--- src/rtl/cr16_datapath.sv ---
// cr16_datapath: CompactRISC16 register file, operand-A immediate mux, 15-op ALU and write-back mux.
// Build option: define CR16_DATAPATH_MUL_EN to give opcode 6 a signed 16x16 multiplier (low half).
module cr16_datapath (
   input  logic        I_CLK,
   input  logic        I_RESET,
   input  logic        I_ENABLE,
   input  logic [15:0] I_REG_WRITE_ENABLE,
   input  logic [3:0]  I_REG_A_SELECT,
   input  logic [3:0]  I_REG_B_SELECT,
   input  logic        I_IMMEDIATE_SELECT,
   input  logic [15:0] I_IMMEDIATE,
   input  logic [3:0]  I_OPCODE,
   input  logic [15:0] I_REG_DATA,
   input  logic        I_REG_DATA_SELECT,
   output logic [15:0] O_A,
   output logic [15:0] O_B,
   output logic [15:0] O_RESULT_BUS,
   output logic [4:0]  O_STATUS_FLAGS
);

   localparam logic [3:0] OP_ADD   = 4'd0;
   localparam logic [3:0] OP_ADDU  = 4'd1;
   localparam logic [3:0] OP_ADDC  = 4'd2;
   localparam logic [3:0] OP_ADDCU = 4'd3;
   localparam logic [3:0] OP_SUB   = 4'd4;
   localparam logic [3:0] OP_SUBU  = 4'd5;
   localparam logic [3:0] OP_AND   = 4'd7;
   localparam logic [3:0] OP_OR    = 4'd8;
   localparam logic [3:0] OP_XOR   = 4'd9;
   localparam logic [3:0] OP_NOT   = 4'd10;
   localparam logic [3:0] OP_LSH   = 4'd11;
   localparam logic [3:0] OP_RSH   = 4'd12;
   localparam logic [3:0] OP_ALSH  = 4'd13;
   localparam logic [3:0] OP_ARSH  = 4'd14;
`ifdef CR16_DATAPATH_MUL_EN
   localparam logic [3:0] OP_MUL   = 4'd6;
`endif

   logic [15:0] r_regs [16];
   logic        r_carry;

   logic [15:0] w_op_a;
   logic [15:0] w_op_b;
   logic        w_cin;
   logic [16:0] w_sum;
   logic [16:0] w_diff;
   logic        w_add_ovf;
   logic        w_sub_ovf;
   logic        w_lt_u;
   logic        w_lt_s;
   logic [3:0]  w_shamt;
   logic [15:0] w_shl;
   logic [15:0] w_shr;
   logic [15:0] w_sar;
`ifdef CR16_DATAPATH_MUL_EN
   logic [15:0] w_prod;
`endif
   logic [15:0] w_alu;
   logic        w_c;
   logic        w_f;
   logic        w_op_valid;
   logic        w_zero;
   logic        w_carry_load;

   // Reads are straight from the array: a register written this cycle shows its old value.
   assign O_A    = r_regs[I_REG_A_SELECT];
   assign O_B    = r_regs[I_REG_B_SELECT];
   assign w_op_a = I_IMMEDIATE_SELECT ? I_IMMEDIATE : O_A;
   assign w_op_b = O_B;

   assign w_cin     = ((I_OPCODE == OP_ADDC) || (I_OPCODE == OP_ADDCU)) && r_carry;
   assign w_sum     = {1'b0, w_op_a} + {1'b0, w_op_b} + {16'd0, w_cin};
   assign w_diff    = {1'b0, w_op_a} - {1'b0, w_op_b};
   assign w_add_ovf = (w_op_a[15] == w_op_b[15]) && (w_sum[15] != w_op_a[15]);
   assign w_sub_ovf = (w_op_a[15] != w_op_b[15]) && (w_diff[15] != w_op_a[15]);
   assign w_lt_u    = w_diff[16];
   assign w_lt_s    = $signed(w_op_a) < $signed(w_op_b);

   assign w_shamt = w_op_b[3:0];
   assign w_shl   = w_op_a << w_shamt;
   assign w_shr   = w_op_a >> w_shamt;
   assign w_sar   = $signed(w_op_a) >>> w_shamt;

`ifdef CR16_DATAPATH_MUL_EN
   // Low half of a product is the same for signed and unsigned operands.
   assign w_prod = w_op_a * w_op_b;
`endif

   always_comb begin
      w_alu      = 16'd0;
      w_c        = 1'b0;
      w_f        = 1'b0;
      w_op_valid = 1'b1;
      case (I_OPCODE)
         OP_ADD, OP_ADDC: begin
            w_alu = w_sum[15:0];
            w_c   = w_sum[16];
            w_f   = w_add_ovf;
         end
         OP_ADDU, OP_ADDCU: begin
            w_alu = w_sum[15:0];
            w_c   = w_sum[16];
         end
         OP_SUB: begin
            w_alu = w_diff[15:0];
            w_c   = w_lt_u;
            w_f   = w_sub_ovf;
         end
         OP_SUBU: begin
            w_alu = w_diff[15:0];
            w_c   = w_lt_u;
         end
`ifdef CR16_DATAPATH_MUL_EN
         OP_MUL:  w_alu = w_prod;
`endif
         OP_AND:  w_alu = w_op_a & w_op_b;
         OP_OR:   w_alu = w_op_a | w_op_b;
         OP_XOR:  w_alu = w_op_a ^ w_op_b;
         OP_NOT:  w_alu = ~w_op_a;
         OP_LSH, OP_ALSH: w_alu = w_shl;
         OP_RSH:  w_alu = w_shr;
         OP_ARSH: w_alu = w_sar;
         default: w_op_valid = 1'b0;
      endcase
   end

   assign w_zero = (w_alu == 16'd0);

   // Reserved opcodes report no flags at all, Z included.
   assign O_STATUS_FLAGS = w_op_valid ? {w_c, w_lt_u, w_f, w_zero, w_lt_s} : 5'd0;
   assign O_RESULT_BUS   = I_REG_DATA_SELECT ? I_REG_DATA : w_alu;

   assign w_carry_load = !I_REG_DATA_SELECT && (I_OPCODE <= OP_SUBU);

   always_ff @(posedge I_CLK or posedge I_RESET) begin
      if (I_RESET) begin
         for (int i = 0; i < 16; i++) r_regs[i] <= 16'd0;
         r_carry <= 1'b0;
      end else if (I_ENABLE) begin
         for (int i = 0; i < 16; i++) begin
            if (I_REG_WRITE_ENABLE[i]) r_regs[i] <= O_RESULT_BUS;
         end
         if (w_carry_load) r_carry <= w_c;
      end
   end

endmodule

--- config.mk ---
export PLATFORM = sky130hd
export DESIGN_NAME = cr16_datapath
export DESIGN_NICKNAME = d
export VERILOG_FILES = /design/src/rtl/cr16_datapath.sv
export SDC_FILE = /design/constraint.sdc
export NUM_CORES = 1
export LEC_CHECK = 0
export ABC_AREA = 1
export CAP_MARGIN = 5
export CORE_MARGIN = 1.5
export CORE_UTILIZATION = 61
export CTS_CLUSTER_DIAMETER = 120
export CTS_CLUSTER_SIZE = 30
export DETAILED_ROUTE_END_ITERATION = 12
export PLACE_DENSITY_LB_ADDON = 0.25
export SLEW_MARGIN = 20
export SYNTH_ARGS = -nofsm -noshare
export SYNTH_HDL_FRONTEND = slang
export SYNTH_SLANG_ARGS = --single-unit
--- constraint.sdc ---
create_clock -name I_CLK -period 11.35 [get_ports I_CLK]
set_input_delay 1.7025 -clock I_CLK [delete_from_list [all_inputs] [get_ports I_CLK]]
set_output_delay 1.7025 -clock I_CLK [all_outputs]
set_load 0.02 [all_outputs]
# After elaboration in Yosys (flattened, before gate mapping)
# Index checks and enable logic that the tools add are counted.
[totals] register_bits=257 out_inout_bits=53
[classes] n_eq_ne=17 bitwise_logic=6 n_shift=3 n_mux=13 magnitude_cmp=4 reduce_logical=30 n_addsub=3
[op_table] cell="16-bit case mux with 9 select lines" count=1
[op_table] cell="16-bit binary-select mux with 4-bit select" count=2
[op_table] cell="16-bit two-way mux" count=6
[op_table] cell="2-bit AND reduction" count=17
[op_table] cell="4-bit == test (second input constant)" count=7
[op_table] cell="16-bit by 16-bit adder with 17-bit output" count=1
[op_table] cell="17-bit by 1-bit adder with 17-bit output" count=1
[op_table] cell="16-bit by 16-bit subtractor with 17-bit output" count=1
[op_table] cell="16-bit bitwise AND" count=1
[op_table] cell="16-bit logical NOT" count=1
[op_table] cell="16-bit < comparator" count=1
[op_table] cell="16-bit NOT" count=1
[op_table] cell="16-bit OR" count=1
[op_table] cell="16-bit by 4-bit left shift with 16-bit output" count=1
[op_table] cell="16-bit by 4-bit right shift with 16-bit output" count=1
[op_table] cell="16-bit by 4-bit >>> shifter with 16-bit output" count=1
[op_table] cell="16-bit bitwise XOR" count=1
[op_table] cell="14-bit OR reduction" count=1
[op_table] cell="4-bit by 3-bit == test with 1-bit output (second input constant)" count=3
[op_table] cell="5-bit greater-or-equal comparator (second input constant)" count=2
[op_table] cell="4-bit NOT with 5-bit output" count=2
[op_table] cell="4-bit by 2-bit == test with 1-bit output (second input constant)" count=2
[op_table] cell="2-bit OR reduction" count=3
[op_table] cell="5-bit two-way mux" count=1
[op_table] cell="other kinds (11)" count=17

# Depth between registers and ports, before layout
# Gate-level depths: netlist (run 1).
[logic_depth] depth_word=11 mapped_depth=32

# Least setup slack after synthesis (run 1)
# OpenSTA, ideal clock, no wires.
[synth_timing] path_kind="input to output" from="input port I_REG_B_SELECT[0]" to="output port O_STATUS_FLAGS[2]" stages=23 setup_slack_ns=4.181 arrival_time_ns=5.467 required_time_ns=9.648 cell_sequence="buf_6 > buf_6 > buf_4 > clkbuf_1 > clkbuf_1 > o21ai_0 > a21oi_1 > o211ai_1 > nand2_1 > inv_1 > ha_1 > inv_1 > o21ai_0 > nor2_1 > nand2_1 > a21boi_0 > o21ai_2 > nand2_1 > nand2_1 > nand2_1 > nand2_1 > xor2_1 > o41ai_1"
[synth_between] elab_chain_len=10 elab_cells_between_ends=15 classes_between="add/sub (3); eq/ne (4); mux (5); bitwise (1); reduce/logical (2)"
[synth_rtl] item="start, declared" line_no="9" rtl="input logic [3:0] I_REG_B_SELECT,"
[synth_rtl] item="4-bit NOT with 5-bit output (implied by the code) (*)" line_no="67" rtl="assign O_B = r_regs[I_REG_B_SELECT];"
[synth_rtl] item="16-bit binary-select mux with 4-bit select (*)" line_no="67"
[synth_rtl] item="16-bit two-way mux (implied by the code) (*) (2 in series)" line_no="67"
[synth_rtl] item="net O_B[6]" line_no="16" rtl="output logic [15:0] O_B,"
[synth_rtl] item="16-bit by 16-bit adder with 17-bit output" line_no="72" rtl="assign w_sum = {1'b0, w_op_a} + {1'b0, w_op_b} + {16'd0, w_cin};"
[synth_rtl] item="17-bit by 1-bit adder with 17-bit output" line_no="72"
[synth_rtl] item="1-bit inequality test" line_no="74" rtl="assign w_add_ovf = (w_op_a[15] == w_op_b[15]) && (w_sum[15] != w_op_a[15]);"
[synth_rtl] item="1-bit logical AND" line_no="74"
[synth_rtl] item="1-bit case mux with 2 select lines (*)" line_no="94" rtl="case (I_OPCODE)"
[synth_rtl] item="5-bit two-way mux (*)" line_no="130" rtl="assign O_STATUS_FLAGS = w_op_valid ? {w_c, w_lt_u, w_f, w_zero, w_lt_s} : 5'd0;"
[synth_rtl] item="end, declared" line_no="18" rtl="output logic [4:0] O_STATUS_FLAGS"
# Mark *: on every way through the listed nets, which the timed path passes. The rest lies on a longest branch. The select of a mux whose other input is x is not followed.

# Worst setup path after layout (run 1)
[layout_timing] from="input port I_REG_A_SELECT[1]" to="output port O_RESULT_BUS[7]"
[layout_between] elab_chain_len=9 elab_cells_between_ends=17 classes_between="add/sub (3); shift (3); mux (6); bitwise (5)"
[layout_rtl] item="start, declared" line_no="8" rtl="input logic [3:0] I_REG_A_SELECT,"
[layout_rtl] item="4-bit NOT with 5-bit output (implied by the code) (*)" line_no="66" rtl="assign O_A = r_regs[I_REG_A_SELECT];"
[layout_rtl] item="16-bit binary-select mux with 4-bit select (*)" line_no="66"
[layout_rtl] item="16-bit two-way mux (implied by the code) (*) (2 in series)" line_no="66"
[layout_rtl] item="16-bit two-way mux (*)" line_no="68" rtl="assign w_op_a = I_IMMEDIATE_SELECT ? I_IMMEDIATE : O_A;"
[layout_rtl] item="16-bit by 16-bit adder with 17-bit output" line_no="72"
[layout_rtl] item="17-bit by 1-bit adder with 17-bit output" line_no="72"
[layout_rtl] item="16-bit case mux with 9 select lines (*)" line_no="94"
[layout_rtl] item="16-bit two-way mux (*)" line_no="131" rtl="assign O_RESULT_BUS = I_REG_DATA_SELECT ? I_REG_DATA : w_alu;"
[layout_rtl] item="end, declared" line_no="17" rtl="output logic [15:0] O_RESULT_BUS,"
# Every way passes the cells marked *; elsewhere a longest branch is shown, timed or not. The select of a mux whose other input is x is not followed.

==> qor.txt, run 1 <==
post-synthesis net count = 3015
Relative slew margins = 22.2%
PostCTS Resize Cnt = 0
H-tree Lvls = 1
CP Capture Type = primary output
Avg Cell Area, Syn = 6.75 um^2
final WL = 73200 um
FMAX = 0.107 GHz
commonest non-fill, non-tap cells in the layout = nand2_1, nand3_1, inv_1
drt initial violations = 3026
M1 WL = 27800 um
initial antenna violation count = 1
area grow syn2layout = 5.91%
DR WL/cell = 22.4 um
CP startpoint kind = input pin
Post-Syn Instances = 2898
ys async rst share = 100%
non-filler instance count after layout = 3269
vias in the first global route = 19601
fin crit period = 9320 ps
Setup CP Type = in -> out
CP Max Fanout = 40
via/cell ratio = 6.49
Congestion Overflow GR = 0
pwr dens = 146 mW/mm^2
max-cap violations = 0
DRT Pass-1 Iters = 6
commonest non-fill, non-tap cell in the layout = nand2_1
reg2reg setup slack = 6670 ps
setup TNS = 0 ps
gr usage total = 43.7%
sequential fraction of the synthesis area = 32.9%
largest net degree at the start of global routing = 157
setup violators final = 0
fin crit share = 82.1%
XOR/XNOR Fraction of Synth Area = 0.224%
clock slew seen by the registers of the worst setup and hold paths = 120 ps
Initial Utilization = 62.0%
# DRC = 0
main combinational cell family by area after synthesis = simple AND/OR/NAND/NOR gates
Yosys reg bits = 257
Die W = 182 um
Top FF cell, synth = dfrtp_1
Die ar. = 0.0331 mm^2
Met3 Routed Length = 9270 um
Post-Synth Adder-Cell Area = 3.44%
fillcell total = 2892
top routing layer used = met4
antenna viol nets, final = 0
Slew @ Worst Pin = 1160 ps
worst hold margin = 495 ps
share of post-route cells with drive strength above 1 = 6.87%
Setup Buffers After CTS = 0
Netlist cell types = 54
die span in y = 182 um
DR vias = 21217
Place WS = 2350 ps
CTS hold repair buffers = 0
Nets = 2982
PnR worst setup slack = 2030 ps
Root Buffer Master = clkbuf_16
Fin. Hold Viols = 0
multiplexer share of the synthesized area = 0%
YS warnings = 0
Core ar. = 0.0316 mm^2
first-pass GRT wire length = 112000 um
Slew Limit Fails = 0
deepest clock path buffer count = 3
Arr. time, crit path = 7620 ps
worst-skew pair later-pin latency = 510 ps
post-layout util = 65.6%
Hold Crit Class = reg -> reg
TritonCTS clock tree = yes
TritonCTS sink count = 257
unrepaired setup endpoints after global routing = no
Ant. Diodes = 0
clock skew = 23.8 ps
row count = 65
Placement Cell Area = 0.0204 mm^2
Leak = 10.0 nW
largest vdd supply drop = 0.150 mV
compound-gate portion of the synthesized area = 19.7%
Port Buffers = 117
final instance area = 0.0207 mm^2
IO Count = 118
status = finished, final reports clean
Post-Syn Area = 0.0196 mm^2
Pwr Total = 3.02 mW
Post-synth EDFFs = 0
Placed Instances = 3253
WL met2 = 31700 um
CTS Buf Count = 12
detailed placer's ending HPWL = 50700 um
GPL Wtd Cong = 1.05
Critical Path RT = 9650 ps
Post-Synth Simple-Gate Area = 32.0%
==> state kept, by name (all words and copies together), names as in the netlist <==
register / count
r_carry: 1
r_regs: 256
==> synthesized netlist by cell type (2+ instances only) <==
| cell type | count | area share [%] |
|---|---|---|
| o22ai_1 | 11 | 0.35 |
| nand3_1 | 356 | 9.1 |
| nand2_4 | 5 | 0.29 |
| or2_2 | 26 | 0.83 |
| nand4_1 | 12 | 0.38 |
| inv_1 | 280 | 5.4 |
| o21ai_1 | 123 | 3.1 |
| a31oi_1 | 20 | 0.64 |
| clkbuf_1 | 90 | 1.7 |
| nand3_2 | 38 | 1.9 |
| a21oi_2 | 3 | 0.13 |
| or2_0 | 4 | 0.13 |
| buf_8 | 2 | 0.15 |
| ha_1 | 49 | 3.1 |
| o21ai_4 | 2 | 0.17 |
| nor4_1 | 4 | 0.13 |
| buf_6 | 30 | 1.7 |
| nand2_1 | 736 | 14 |
| inv_2 | 17 | 0.33 |
| o21ai_2 | 16 | 0.72 |
| buf_4 | 29 | 1.1 |
| a21oi_1 | 143 | 3.7 |
| a211oi_1 | 3 | 0.12 |
| nor3_1 | 11 | 0.28 |
| o2111ai_1 | 2 | 0.090 |
| clkinv_1 | 4 | 0.077 |
| o211ai_1 | 68 | 2.6 |
| buf_2 | 39 | 1.0 |
| buf_1 | 10 | 0.19 |
| o221ai_1 | 13 | 0.58 |
| a21boi_0 | 3 | 0.12 |
| nor2_2 | 4 | 0.13 |
| o211ai_2 | 2 | 0.13 |
| o21bai_1 | 5 | 0.19 |
| or2_1 | 25 | 0.80 |
| nand2_2 | 22 | 0.70 |
| dfrtp_1 | 257 | 33 |
| o21ai_0 | 255 | 6.5 |
| xor2_1 | 4 | 0.18 |
| nor2_1 | 152 | 2.9 |
| fa_1 | 3 | 0.31 |
| nor3_2 | 2 | 0.10 |
| a221oi_1 | 7 | 0.31 |
==> report_power, final <==
part           switching, mW  internal [mW]  total, mW
combinational          0.895          0.413       1.31
clock                  0.309          0.213      0.522
sequential             0.110           1.08       1.19
total                   1.31           1.71       3.02
==> critical path: stages <==
cell and delay (ps):
buf_2 270, inv_2 770, buf_4 410, nand3_1 110, nand3_1 110, nand3_1 240
nand3_1 380, nand2_1 270, ha_1 470, inv_1 130, a21oi_1 280, a21boi_0 230
nand2_1 170, nor2_1 110, o21ai_0 90, a21oi_1 150, nand2_1 80, nor2_1 220
nand2_1 90, nor2_1 150, nand2_1 120, nand2_2 380, inv_1 70, clkdlybuf4s50_1 550
==> routing by layer <==
metal,vias to the layer above,GRT usage (%)
li1,9502,-
met1,9861,58.9
met2,1570,66.4
met3,284,8.80
met4,0,23.6
met5,-,0
==> path summary, 6_finish.rpt <==
path / startpoint / to / cells past startpoint
worst max-delay path: I_REG_A_SELECT[1] / O_RESULT_BUS[7] / 24
worst min-delay path: r_regs[77] / r_regs[77] / 2
worst max register to register: r_regs[226] / r_regs[5] / 23
worst min register to register: r_regs[77] / r_regs[77] / 2
max in group asynchronous: I_RESET / r_regs[177] / 3
min in group asynchronous: I_RESET / r_regs[116] / 2
==> final cells by class <==
cell class / count / area [um^2] / share of cell area [%]
timing repair buffer: 154 / 1450 / 7.00
clock buffer: 15 / 333 / 1.61
clock inverter: 1 / 16.3 / 0.0785
inverter: 303 / 1150 / 5.56
tap: 402 / 503 / 2.43
multi-input combinational: 2137 / 10800 / 52.3
sequential: 257 / 6430 / 31.1
==> cell families (layout without fill, tap and decap cells) <==
logic type / Yosys count / count (layout)
compound gates: 681 / 681
buf+inv: 504 / 473
simple gates: 1399 / 1399
fa+ha+maj: 52 / 52
flops: 257 / 257
xor+xnor: 5 / 5
(Power assumes the default switching activity.)
==> run 2: changes to the inputs <==
--- a/config.mk
+++ b/config.mk
@@ -8,7 +8,7 @@
 export ABC_AREA = 1
 export CAP_MARGIN = 5
 export CORE_MARGIN = 1.5
-export CORE_UTILIZATION = 61
+export CORE_UTILIZATION = 55
 export CTS_CLUSTER_DIAMETER = 120
 export CTS_CLUSTER_SIZE = 30
 export DETAILED_ROUTE_END_ITERATION = 12
==> constraint.sdc (replaced) <==
create_clock -name I_CLK -period 7.6 [get_ports I_CLK]
set_input_delay 1.14 -clock I_CLK [delete_from_list [all_inputs] [get_ports I_CLK]]
set_output_delay 1.14 -clock I_CLK [all_outputs]
set_load 0.02 [all_outputs]
==> run 2 against run 1 <==
Compared with the run above:
- die area up 11%
- worst hold slack improved by 5.1 ps
- critical path depth decreased by 4
- clock power increased by 62%
- sequential share of layout area down 0.98 points
- total power rose by 55%
- sequential power increased by 50%
- first-iteration DRC count increased by 7.4%
- core utilization is 4.2 points lower
- non-clock buffer count increased by 57
- cell area increased by 3.3%
==> qor.txt, run 2 (synthesized netlist as in run 1, its figures left out) <==
Hold Crit Start = r_regs[205]
Worst Hold Path Cells = 2
largest net degree at the start of global routing = 91
commonest non-fill, non-tap cells in the layout = nand2_1, nand3_1, inv_1
Top delay family on crit path = buffers and inverters
initial antenna violation count = 0
row count = 68
first-pass GRT wire length = 117000 um
Reg power frac = 38.2%
Hold Path Sink = r_regs[205]
vias in the first global route = 19837
R2R Path Start = r_regs[96]
Hold Crit Class = reg -> reg
drt initial violations = 3250
Slew @ Worst Pin = 1130 ps
CP Max Fanout = 38
Crit Reg-Reg Endpoint = r_regs[210]
die span in y = 192 um
commonest non-fill, non-tap cell in the layout = nand2_1
Multi-input gate area = 0.0108 mm^2
non-filler instance count after layout = 3379
TritonCTS sink count = 257
Setup CP Type = in -> out
FMAX = 0.133 GHz
TritonCTS clock tree = yes
share of power burned in the clock network = 18.0%
Comb pwr share = 43.8%
largest vdd supply drop = 0.227 mV
crit-path most repeated cell = nand2_1
Core ar. = 0.0348 mm^2
deepest clock path buffer count = 3
Psw = 2.01 mW
fin crit share = 99.1%
CP peak stage delay = 620 ps
H-tree Lvls = 1
CTS hold repair buffers = 0
Slew Limit Fails = 0
worst hold margin = 500 ps
status = finished, final reports clean
pwr dens = 219 mW/mm^2
Congestion Overflow GR = 0
IO Count = 118
Die ar. = 0.0367 mm^2
Relative slew margins = 24.7%
clock slew seen by the registers of the worst setup and hold paths = 120 ps
fillcell total = 3300
Pwr Total = 4.69 mW
via/cell ratio = 6.33
critical path, cell by cell = clkdlybuf4s50_1 -> inv_1 -> buf_4 -> nand3_1 -> nand2_2 -> clkinv_4 -> buf_4 -> fa_1 -> nand2_1 -> nand2_1 -> a21oi_1 -> a21oi_1 -> nor4_1 -> nand3_1 -> a21oi_2 -> nand2_1 -> nor2_1 -> nand2_1 -> nor2_1 -> clkdlybuf4s50_1
gr usage total = 42.1%
Ant. Diodes = 0
area grow syn2layout = 9.36%
unrepaired setup endpoints after global routing = no
Top Registers = r_regs: 256 flops, r_carry: 1 flops
FF+latch area = 0.00643 mm^2
antenna viol nets, final = 0
clock skew = 36.8 ps
setup violators final = 0
CP Capture Type = primary output
detailed placer's ending HPWL = 55900 um
reg2reg setup slack = 2810 ps
Port Buffers = 117
Critical Path Start = I_REG_B_SELECT[3]
GPL Wtd Cong = 1.15
Nets = 3039
slowest stage cell, crit path = clkdlybuf4s50_1
Die W = 192 um
DRT Pass-1 Iters = 8
CP startpoint kind = input pin
CTS Buf Count = 12
Worst Reg-to-Reg Cells = 23
Critical Path RT = 6460 ps
fin crit period = 7530 ps
Internal = 2.68 mW
Sw Ratio = 42.9%
Crit path buffers/inverters = 6
DR WL/cell = 22.7 um
max-cap violations = 0
final WL = 76800 um
max FFs per register = 256
Placed Instances = 3362
setup TNS = 0 ps
DR vias = 21392
Arr. time, crit path = 6390 ps
Initial Utilization = 56.2%
Root Buffer Master = clkbuf_16
Leak = 10.4 nW
# DRC = 0
share of post-route cells with drive strength above 1 = 8.72%
largest register by flop count = r_regs
worst-skew pair later-pin latency = 520 ps
Fin. Hold Viols = 0
post-layout util = 61.4%
## run 2: cell types whose count changed in the layout (fill, tap and decap cells not counted), moves of 2 or more
cell        change
clkbuf_1        -2
bufinv_16       +2
buf_12         +10
clkinvlp_4      +2
buf_4          +46
## run 2: worst max-delay path by stage
stage,slack (ps),to,cells after the start
final,70,O_STATUS_FLAGS[1],20
after global routing,0.5,O_STATUS_FLAGS[1],24
after CTS,270,O_STATUS_FLAGS[1],20
after detailed placement,300,O_STATUS_FLAGS[1],20
after global placement,220,O_STATUS_FLAGS[1],20
after floorplan,1560,O_STATUS_FLAGS[2],23
## run 2: layout make-up
class | instances | share of cell area [%]
clock buffer | 13 | 1.52
clock inverter | 3 | 0.316
inverter | 303 | 5.37
sequential | 257 | 30.1
tap | 455 | 2.66
multi-input combinational | 2137 | 50.6
timing repair buffer | 211 | 9.46
## run 2: layer usage
metal	up-vias	global-route usage (%)	wire, um
li1	9603	-	-
met1	10080	59.2	30700
met2	1482	62.0	32300
met3	227	8.48	9650
met4	0	19.7	4160
met5	-	0	0
## run 2: worst reg2reg max path: cells and delay by family, from the launching register on
kind | cells | cell delay [ps]
flops | 1 | 370
fa+ha+maj | 2 | 730
compound gates | 8 | 1180
buf+inv | 5 | 780
simple gates | 8 | 1580
## run 2: through the flow
| stage | area, um^2 | worst slack (ps) |
|---|---|---|
| 6_report | 21400 | 70.7 |
| 5_1_grt | 21400 | 0.545 |
| 4_1_cts | 21400 | 271 |
| 3_5_place_dp | 21000 | 297 |
| 3_3_place_gp | 21000 | 221 |
| 2_1_floorplan | 19600 | 1560 |
## run 2: power groups by stage
stage | Combinational, mW | Clock (mW) | Sequential, mW
3_5_place_dp | 1.98 | 0 | 1.80
2_1_floorplan | 1.35 | 0 | 1.76
5_1_grt | 2.24 | 0.888 | 1.81
3_3_place_gp | 1.95 | 0 | 1.79
4_1_cts | 1.99 | 0.839 | 1.78
6_report | 2.05 | 0.844 | 1.79
## run 2: repair_timing
item                       in CTS  in global routing
resized for setup               0                  1
setup endpoints to repair       0                  1
buffers inserted                0                  0
